[src/rtl/perceptron_pkg.sv]
// Shared definitions for the perceptron sequencer: sizes, controller state
// encoding and the ReLU/saturation applied to every neuron sum.
package perceptron_pkg;

  localparam int N_IN  = 8;   // binary inputs per neuron (rx byte bits, LSB first)
  localparam int N_OUT = 15;  // neurons, one response byte each
  localparam int W_W   = 8;   // signed weight / bias width
  localparam int ACC_W = 12;  // signed accumulator width
  localparam int AW    = 8;   // weight memory address width

  // Counter widths derived from the sizes above
  localparam int KW  = $clog2(N_IN + 1);  // fetch index 0..N_IN (N_IN is the bias)
  localparam int XIW = $clog2(N_IN);      // index into the latched input bits
  localparam int NW  = $clog2(N_OUT);     // neuron counter

  typedef enum logic [2:0] {
    IDLE,
    CLEAR,
    FETCH,
    LAST,
    SEND,
    NEXT
  } state_t;

  localparam logic signed [ACC_W-1:0] ACC_ZERO = '0;
  localparam logic signed [ACC_W-1:0] SAT_HI   = ACC_W'(255);

  // Negative or zero sums clamp to 0, sums of 255 and above clamp to 255
  function automatic logic [7:0] relu_sat(input logic signed [ACC_W-1:0] acc);
    logic [7:0] r;
    if (acc <= ACC_ZERO) begin
      r = 8'h00;
    end else if (acc >= SAT_HI) begin
      r = 8'hFF;
    end else begin
      r = acc[7:0];
    end
    return r;
  endfunction

endpackage

[src/rtl/perceptron_mac.sv]
// Multiply-free accumulate datapath: one fetch-tracking pipe stage that carries
// the valid/enable of each weight read, followed by the signed accumulator.
// The saturated ReLU of the running sum is presented combinationally.
module perceptron_mac
  import perceptron_pkg::*;
(
  input  logic                  clk,
  input  logic                  nRst,
  input  logic                  clear,
  input  logic                  vld_p0,
  input  logic                  en_p0,
  input  logic signed [W_W-1:0] w_data,
  output logic [7:0]            res
);

  logic                    vld_p1;
  logic                    en_p1;
  logic signed [ACC_W-1:0] acc_p2;
  logic signed [ACC_W-1:0] w_ext;

  // Sign extension of the weight arriving one cycle after its address
  assign w_ext = ACC_W'(w_data);

  // ---- stage p0 -> p1: follow each weight read until its data returns ----
  // Delay fetch valid/enable by the memory read latency
  always_ff @(posedge clk or negedge nRst) begin
    if (!nRst) begin
      vld_p1 <= 1'b0;
      en_p1  <= 1'b0;
    end else begin
      vld_p1 <= vld_p0;
      en_p1  <= en_p0;
    end
  end

  // ---- stage p1 -> p2: accumulate the returned weight when its bit is set ----
  // Clear at the start of each neuron, otherwise add enabled weights
  always_ff @(posedge clk or negedge nRst) begin
    if (!nRst) begin
      acc_p2 <= '0;
    end else if (clear) begin
      acc_p2 <= '0;
    end else if (vld_p1 && en_p1) begin
      acc_p2 <= acc_p2 + w_ext;
    end
  end

  assign res = relu_sat(acc_p2);

endmodule

[src/rtl/perceptron_ctrl.sv]
// Perceptron sequencer between UART rx and tx. One host byte supplies the
// binary inputs; each neuron sums its bias and the weights of the set bits
// from a synchronous weight memory, and the ReLU-saturated sum is sent as one
// byte. The next neuron computes while the previous byte shifts out.
module perceptron_ctrl
  import perceptron_pkg::*;
(
  input  logic                  clk,
  input  logic                  nRst,
  input  logic                  rx_valid,
  input  logic [7:0]            rx_data,
  output logic [AW-1:0]         w_addr,
  input  logic signed [W_W-1:0] w_data,
  output logic                  tx_load,
  output logic [7:0]            tx_data,
  input  logic                  tx_busy,
  output logic                  busy,
  output logic                  rx_drop
);

  localparam logic [KW-1:0] K_LAST = KW'(N_IN);
  localparam logic [NW-1:0] N_LAST = NW'(N_OUT - 1);
  localparam logic [AW-1:0] STRIDE = AW'(N_IN + 1);

  state_t           state;
  logic [N_IN-1:0]  x;
  logic [NW-1:0]    n;
  logic [KW-1:0]    k;
  logic [AW-1:0]    base;
  logic             clear;
  logic             vld_p0;
  logic             en_p0;
  logic [7:0]       mac_res;

  // The bias slot is always accumulated; weight slots follow their input bit
  assign clear   = (state == CLEAR);
  assign vld_p0  = (state == FETCH);
  assign en_p0   = (k == K_LAST) || x[k[XIW-1:0]];

  // Bytes arriving while a frame is in flight are discarded and flagged
  assign rx_drop = rx_valid && busy;

  perceptron_mac u_mac (
    .clk    (clk),
    .nRst   (nRst),
    .clear  (clear),
    .vld_p0 (vld_p0),
    .en_p0  (en_p0),
    .w_data (w_data),
    .res    (mac_res)
  );

  // Controller FSM: frame start, per-neuron fetch sequencing and tx handshake
  always_ff @(posedge clk or negedge nRst) begin
    if (!nRst) begin
      state   <= IDLE;
      x       <= '0;
      n       <= '0;
      k       <= '0;
      base    <= '0;
      w_addr  <= '0;
      tx_load <= 1'b0;
      tx_data <= '0;
      busy    <= 1'b0;
    end else begin
      tx_load <= 1'b0;
      case (state)
        IDLE: begin
          if (rx_valid) begin
            x     <= rx_data[N_IN-1:0];
            n     <= '0;
            base  <= '0;
            busy  <= 1'b1;
            state <= CLEAR;
          end
        end
        CLEAR: begin
          // First address of this neuron is issued on entry to FETCH
          k      <= '0;
          w_addr <= base;
          state  <= FETCH;
        end
        FETCH: begin
          if (k == K_LAST) begin
            state <= LAST;
          end else begin
            k      <= k + 1'b1;
            w_addr <= w_addr + 1'b1;
          end
        end
        LAST: begin
          // The bias read returns now; its add lands at the end of this cycle
          state <= SEND;
        end
        SEND: begin
          if (!tx_busy) begin
            tx_load <= 1'b1;
            tx_data <= mac_res;
            state   <= NEXT;
          end
        end
        NEXT: begin
          if (n == N_LAST) begin
            busy  <= 1'b0;
            state <= IDLE;
          end else begin
            n     <= n + 1'b1;
            base  <= base + STRIDE;
            state <= CLEAR;
          end
        end
        default: begin
          busy  <= 1'b0;
          state <= IDLE;
        end
      endcase
    end
  end

endmodule

[config.mk]
export PLATFORM = sky130hd
export DESIGN_NAME = perceptron_ctrl
export DESIGN_NICKNAME = d
export VERILOG_FILES = /design/src/rtl/perceptron_pkg.sv /design/src/rtl/perceptron_mac.sv /design/src/rtl/perceptron_ctrl.sv
export SDC_FILE = /design/constraint.sdc
export NUM_CORES = 1
export LEC_CHECK = 0
export ABC_AREA = 1
export BUFFER_PORTS_ARGS = -buffer_cell sky130_fd_sc_hd__buf_4
export CORE_MARGIN = 3
export CORE_UTILIZATION = 40
export CTS_CLUSTER_DIAMETER = 120
export DETAILED_ROUTE_END_ITERATION = 12
export SETUP_SLACK_MARGIN = 0.2
export SLEW_MARGIN = 5
export SYNTH_ARGS = -nofsm -noshare
export SYNTH_HDL_FRONTEND = slang
export SYNTH_SLANG_ARGS = --single-unit
[constraint.sdc]
create_clock -name clk -period 3.5 [get_ports clk]
set_input_delay 0.175 -clock clk [delete_from_list [all_inputs] [get_ports clk]]
set_output_delay 0.175 -clock clk [all_outputs]
set_load 0.01 [all_outputs]
==> results of run 1 <==
-- per-stage QoR --
step / hold WS (ns) / utilization, % / instances / cell area (um2) / power (uW)
after detailed placement: 0.2932 / 47.39 / 590 / 3776 / 2658
after global routing: 0.01693 / 50.24 / 607 / 4003 / 3630
final: 0.02895 / 50.24 / 607 / 4003 / 3305
after floorplan: -0.1206 / - / 455 / 3395 / 2200
after global placement: 0.3045 / 47.39 / 590 / 3776 / 2633
after CTS: 0.01180 / 50.24 / 607 / 4003 / 3347
-- worst max-delay path, cell delays in order, from the launching register on --
cell     delay, ns
dfrtp_1       0.47
inv_1         0.14
ha_1          0.23
nand3_1       0.13
nand2_2       0.09
nand2_2       0.22
inv_1         0.16
a21oi_1       0.13
o21ai_0       0.09
o21ai_0       0.08
-- kinds of logic after synthesis --
kind of cell | after synthesis | synth area share, %
adders and majority gates | 18 | 6.856
and+or+nand+nor | 236 | 29.01
DFF | 59 | 43.49
AOI/OAI and AO/OA | 72 | 11.65
buffers and inverters | 64 | 7.446
xor gates and xnor gates | 6 | 1.548
-- per-layer routing --
metal / global-route usage (%) / share of wire [%] / vias to the layer above
li1: - / - / 1562
met1: 24.27 / 51 / 1298
met2: 25.24 / 44 / 50
met3: 4.429 / 4.7 / 6
met4: 3.727 / 0.65 / 0
met5: 0 / 0 / -
-- power groups by stage --
| stage | registers [uW] | clock network [uW] | logic [uW] |
|---|---|---|---|
| floorplan | 1150 | 0 | 1050 |
| global placement | 1180 | 0 | 1460 |
| detailed placement | 1180 | 0 | 1480 |
| CTS | 1170 | 692 | 1490 |
| global route | 1210 | 719 | 1700 |
| finish | 1170 | 667 | 1470 |
-- flip-flops by register name (all words and copies together), names as in the netlist, 3 cells and up --
name and flops:
k 4, x 8, tx_data 8, base 8, n 4, u_mac.acc_p2 12
state 3, w_addr 8
-- area by class of cell --
class	count	area (um2)
multi-input combinational	332	1665
inverter	59	221.5
tap	102	127.6
sequential	59	1476
clock inverter	7	92.59
clock buffer	9	123.9
fill	793	3965
timing repair buffer	39	295.3
-- worst max path at each step --
stage                            to  slack [ns]  depth (start not counted)
floorplan           u_mac.acc_p2[8]        1.89                         11
global placement          w_addr[6]        1.77                          9
detailed placement        w_addr[6]        1.69                          9
CTS                       w_addr[6]        1.68                          9
global route              w_addr[6]        1.44                          9
finish                    w_addr[6]        1.68                          9
-- cell usage after synthesis --
cell,n
nand3_1,27
o31ai_1,2
a22oi_1,2
o21ai_1,1
o221ai_1,1
xor2_1,5
nor3_1,2
inv_1,57
ha_1,17
o21ai_2,1
or2_2,1
inv_2,2
o21bai_1,1
o21ai_0,39
o211ai_1,1
o22ai_1,3
xnor2_1,1
nor2_2,2
a22o_1,1
nand2_2,6
nand2_4,2
buf_2,4
buf_6,1
a21oi_1,18
a221oi_1,1
nor2_1,42
fa_1,1
nor2_4,1
dfrtp_1,59
a31oi_1,1
nand4_1,7
nand2_1,146
==> impl_metrics.ini, run 1 <==
[cells_and_area]
layout-drive-gt1-share_pct = 13.66
layout_commonest_cell = nand2_1
layout.nets = 538
final_cell_mix = nand2_1, dfrtp_1, inv_1
area_growth_pct = 17.91
antenna_cells = 0

[clock_network]
clk_latency_ns = 0.33
cts.clk_slew.worst_paths_ns = 0.07
numClockSinks = 59
cts_buffers = 9
clock-root-buffer = clkbuf_8
hold_buffers = 1
ctsResizeCount = 0
cts_tree = built
cts_buffer_depth = 2
htreeDepth = 3
cts_setup_buffers = 0

[hold_path]
hold_path_depth = 3
min_from = rx_data[5]
min_to = x[5]
min_path_type = input pin to flop

[power_and_ir_drop]
p_int_uw = 1884
p_switching_uw = 1421
swShare_pct = 43.00
p_leak_uw = 0.002133
clock_power_share_pct = 20.2
power.share.sequential_pct = 35.3
pwr-share-comb_pct = 44.5
vdd_ir_drop_max_mv = 0.4112
powerDensity_nw_per_um2 = 825.6

[placement]
dp_hpwl_um = 5875
gp_congestion = 0.8396
port_buffers = 38
dpl_worst_slack_ns = 1.688

[setup_path]
timing.rr.end = w_addr[6]
start_kind = flop
setup.worst_path.start = k[0]
crit_path_max_fanout = 14
critical_path_required_ns = 3.75
r2r_slack_ns = 1.68
reg2reg_from = k[0]
reg2reg_depth = 9
cp-end-kind = flop
critPathKind = flop to flop
arrival_ns = 2.07

[sta]
skew_ns = 0.009216
rsz0062_at_grt = no
setup_viol = 0
drv_slew = 0
fin_crit_ns = 1.821
fmax_mhz = 549.1
tns_ns = 0
max_slew_margin_pct = 49.87
final-hold-violation-count = 0
worst_pin_slew_ns = 0.7519
setup_ws_ns = 1.679
timing.final.crit_share_pct = 52.03

[logic_synthesis]
ys_ff_latch = 59
yosysUniqueCellTypes = 32
synth.net_count = 493
ys_warn_count = 0
syn_inst = 455
synthTopCellsByArea = dfrtp_1, nand2_1, inv_1, ha_1, o21ai_0
syn_area_um2 = 3395
synth_top_cell_by_area = dfrtp_1
seq_area_frac_synth_pct = 43.49
avgSynthCellArea_um2 = 7.460
synth.top_cell.area_share_pct = 43.49

[die]
dieArea_um2 = 9628
start_util_pct = 42.60
die_y_um = 98.12
io_pins = 39
die_w_um = 98.12
coreArea_um2 = 7968
num_rows = 32

[route]
routed_wl_um = 7580
drc_errors = 0
firstDrtPassIters = 4
vias = 2916
drt_iter0_drc = 151
ant_nets = 0
vias_per_cell = 4.804
wl_per_cell_um = 12.49

[global_routing]
grt_overflow = 0
first_global_vias = 2803
grt_pass1_wl_um = 13120
grt_max_degree = 60
antenna_found_initial = 0
track_usage_pct = 16.76

[status]
outcome = finished clean

[job]
maxCapViolations = 0
Note: power is estimated with default switching activity, not from simulation.
==> run 2, diff against run 1 <==
==> constraint.sdc (replaced) <==
create_clock -name clk -period 1.8 [get_ports clk]
set_input_delay 0.09 -clock clk [delete_from_list [all_inputs] [get_ports clk]]
set_output_delay 0.09 -clock clk [all_outputs]
set_load 0.01 [all_outputs]
==> run 2 against run 1 <==
Net effect: core utilization up 5.1 points; wire length grew 11%; die area stayed put; clock power is 120% higher.
==> impl_metrics.ini, run 2 (synthesis results as in run 1) <==
[clock_network]
cts_buffer_depth = 2
clk_latency_ns = 0.34
htreeDepth = 3
cts_buffers = 9
cts_tree = built
cts.clk_slew.worst_paths_ns = 0.06
clock-root-buffer = clkbuf_8
numClockSinks = 59

[cells_and_area]
layout.nets = 566
layout-drive-gt1-share_pct = 21.58
fillers = 754
antenna_cells = 0
multi_input_area_um2 = 1804
largest_reg_flops = 12
final_cell_mix = nand2_1, buf_4, dfrtp_1
layout_commonest_cell = nand2_1
largest-register = u_mac.acc_p2
area_growth_pct = 29.82
regArea_um2 = 1480

[sta]
fmax_mhz = 644.0
fin_crit_ns = 1.553
max_slew_margin_pct = 51.18
skew_ns = 0.008061
rsz0062_at_grt = yes
tns_ns = 0
setup_viol = 0
timing.final.crit_share_pct = 86.27
worst_pin_slew_ns = 0.7323
drv_slew = 0
final-hold-violation-count = 0

[global_routing]
grt_pass1_wl_um = 13930
grt_max_degree = 60
antenna_found_initial = 0
first_global_vias = 3031
grt_overflow = 0
track_usage_pct = 17.74

[setup_path]
crit_path_max_fanout = 4
cpMostUsedCell = nand2_1
arrival_ns = 1.78
cpMaxStageDelayCell = dfrtp_1
max_stage_delay_ns = 0.36
cp_cell_sequence = ha_2 > inv_2 > fa_2 > inv_2 > nand3_2 > nand3_2 > nand2_1 > nand2_1 > nand2_1 > nand2_1 > o21ai_1
critPathKind = flop to flop
cp-end-kind = flop
critical_path_required_ns = 2.03
start_kind = flop

[placement]
gp_congestion = 0.9017
dp_hpwl_um = 5914
port_buffers = 38

[route]
vias_per_cell = 4.953
vias = 3145
wl_per_cell_um = 13.20
drc_errors = 0
drt_iter0_drc = 121
firstDrtPassIters = 4
routed_wl_um = 8380
ant_nets = 0

[power_and_ir_drop]
p_leak_uw = 0.002292
totalPowerFinal_uw = 7193
powerDensity_nw_per_um2 = 1632
vdd_ir_drop_max_mv = 0.8450

[die]
start_util_pct = 42.60
dieArea_um2 = 9628
io_pins = 39
num_rows = 32
die_w_um = 98.12
coreArea_um2 = 7968
die_y_um = 98.12

[status]
outcome = finished clean

[job]
maxCapViolations = 0

[hold_path]
min_path_type = input pin to flop
run 2: through the flow:
stage | worst slack [ns] | util (%) | hold slack [ns] | std cells | cell area (um2)
floorplan | 0.2083 | - | -0.2056 | 455 | 3402
global placement | 0.1157 | 48.34 | 0.2124 | 599 | 3851
detailed placement | 0.09868 | 48.34 | 0.2084 | 599 | 3851
CTS | 0.2054 | 52.81 | 0.03452 | 626 | 4208
global route | 0.1208 | 55.31 | 0.04290 | 635 | 4407
finish | 0.2471 | 55.31 | 0.04709 | 635 | 4407
run 2: layer usage:
metal  up-vias  wire length (um)  GRT usage, %
li1       1612                 -             -
met1      1457              3983         24.29
met3         8               405         4.857
met4         0                67         5.005
met2        68              3923         27.64
met5         -                 0             0
run 2: layout make-up:
cell class | instances | area share [%]
inverter | 59 | 5.082
clock buffer | 11 | 3.208
multi-input combinational | 332 | 40.94
clock inverter | 5 | 2.271
timing repair buffer | 67 | 12.01
sequential | 59 | 33.59
tap | 102 | 2.896
run 2: path summary, 6_finish.rpt:
check / startpoint / endpoint / slack, ns / cells past startpoint
min in group asynchronous: nRst / u_mac.acc_p2[10] / 0.35 / 2
min reg2reg: x[5] / x[5] / 0.48 / 2
max reg2reg: u_mac.acc_p2[0] / u_mac.acc_p2[8] / 0.25 / 11
min: tx_busy / state[0] / 0.05 / 4
max: u_mac.acc_p2[0] / u_mac.acc_p2[8] / 0.25 / 11
max in group asynchronous: nRst / state[0] / 0.91 / 2
run 2: power breakdown:
| part | internal, uW | switching, uW | leakage (uW) |
|---|---|---|---|
| combinational | 1460 | 2000 | 0.00140 |
| sequential | 1830 | 435 | 0.000772 |
| clock | 953 | 521 | 0.000123 |
run 2: critical path, delay by kind of cell (launching register included):
kind	cells	cell delay, ns
adder cells (fa/ha/maj)	2	0.53
AND/OR/NAND/NOR	6	0.39
flip-flops	1	0.36
buffers and inverters	2	0.12
AO/OA/AOI/OAI	1	0.05
run 2: repair_timing:
item / in CTS / in global routing
pin swaps: 1 / 6
gates resized for setup: 4 / 30
endpoints found under the setup margin: 10 / 26
endpoints found under the hold margin: 67 / 0
hold buffers: 9 / 0
setup buffers: 2 / 9
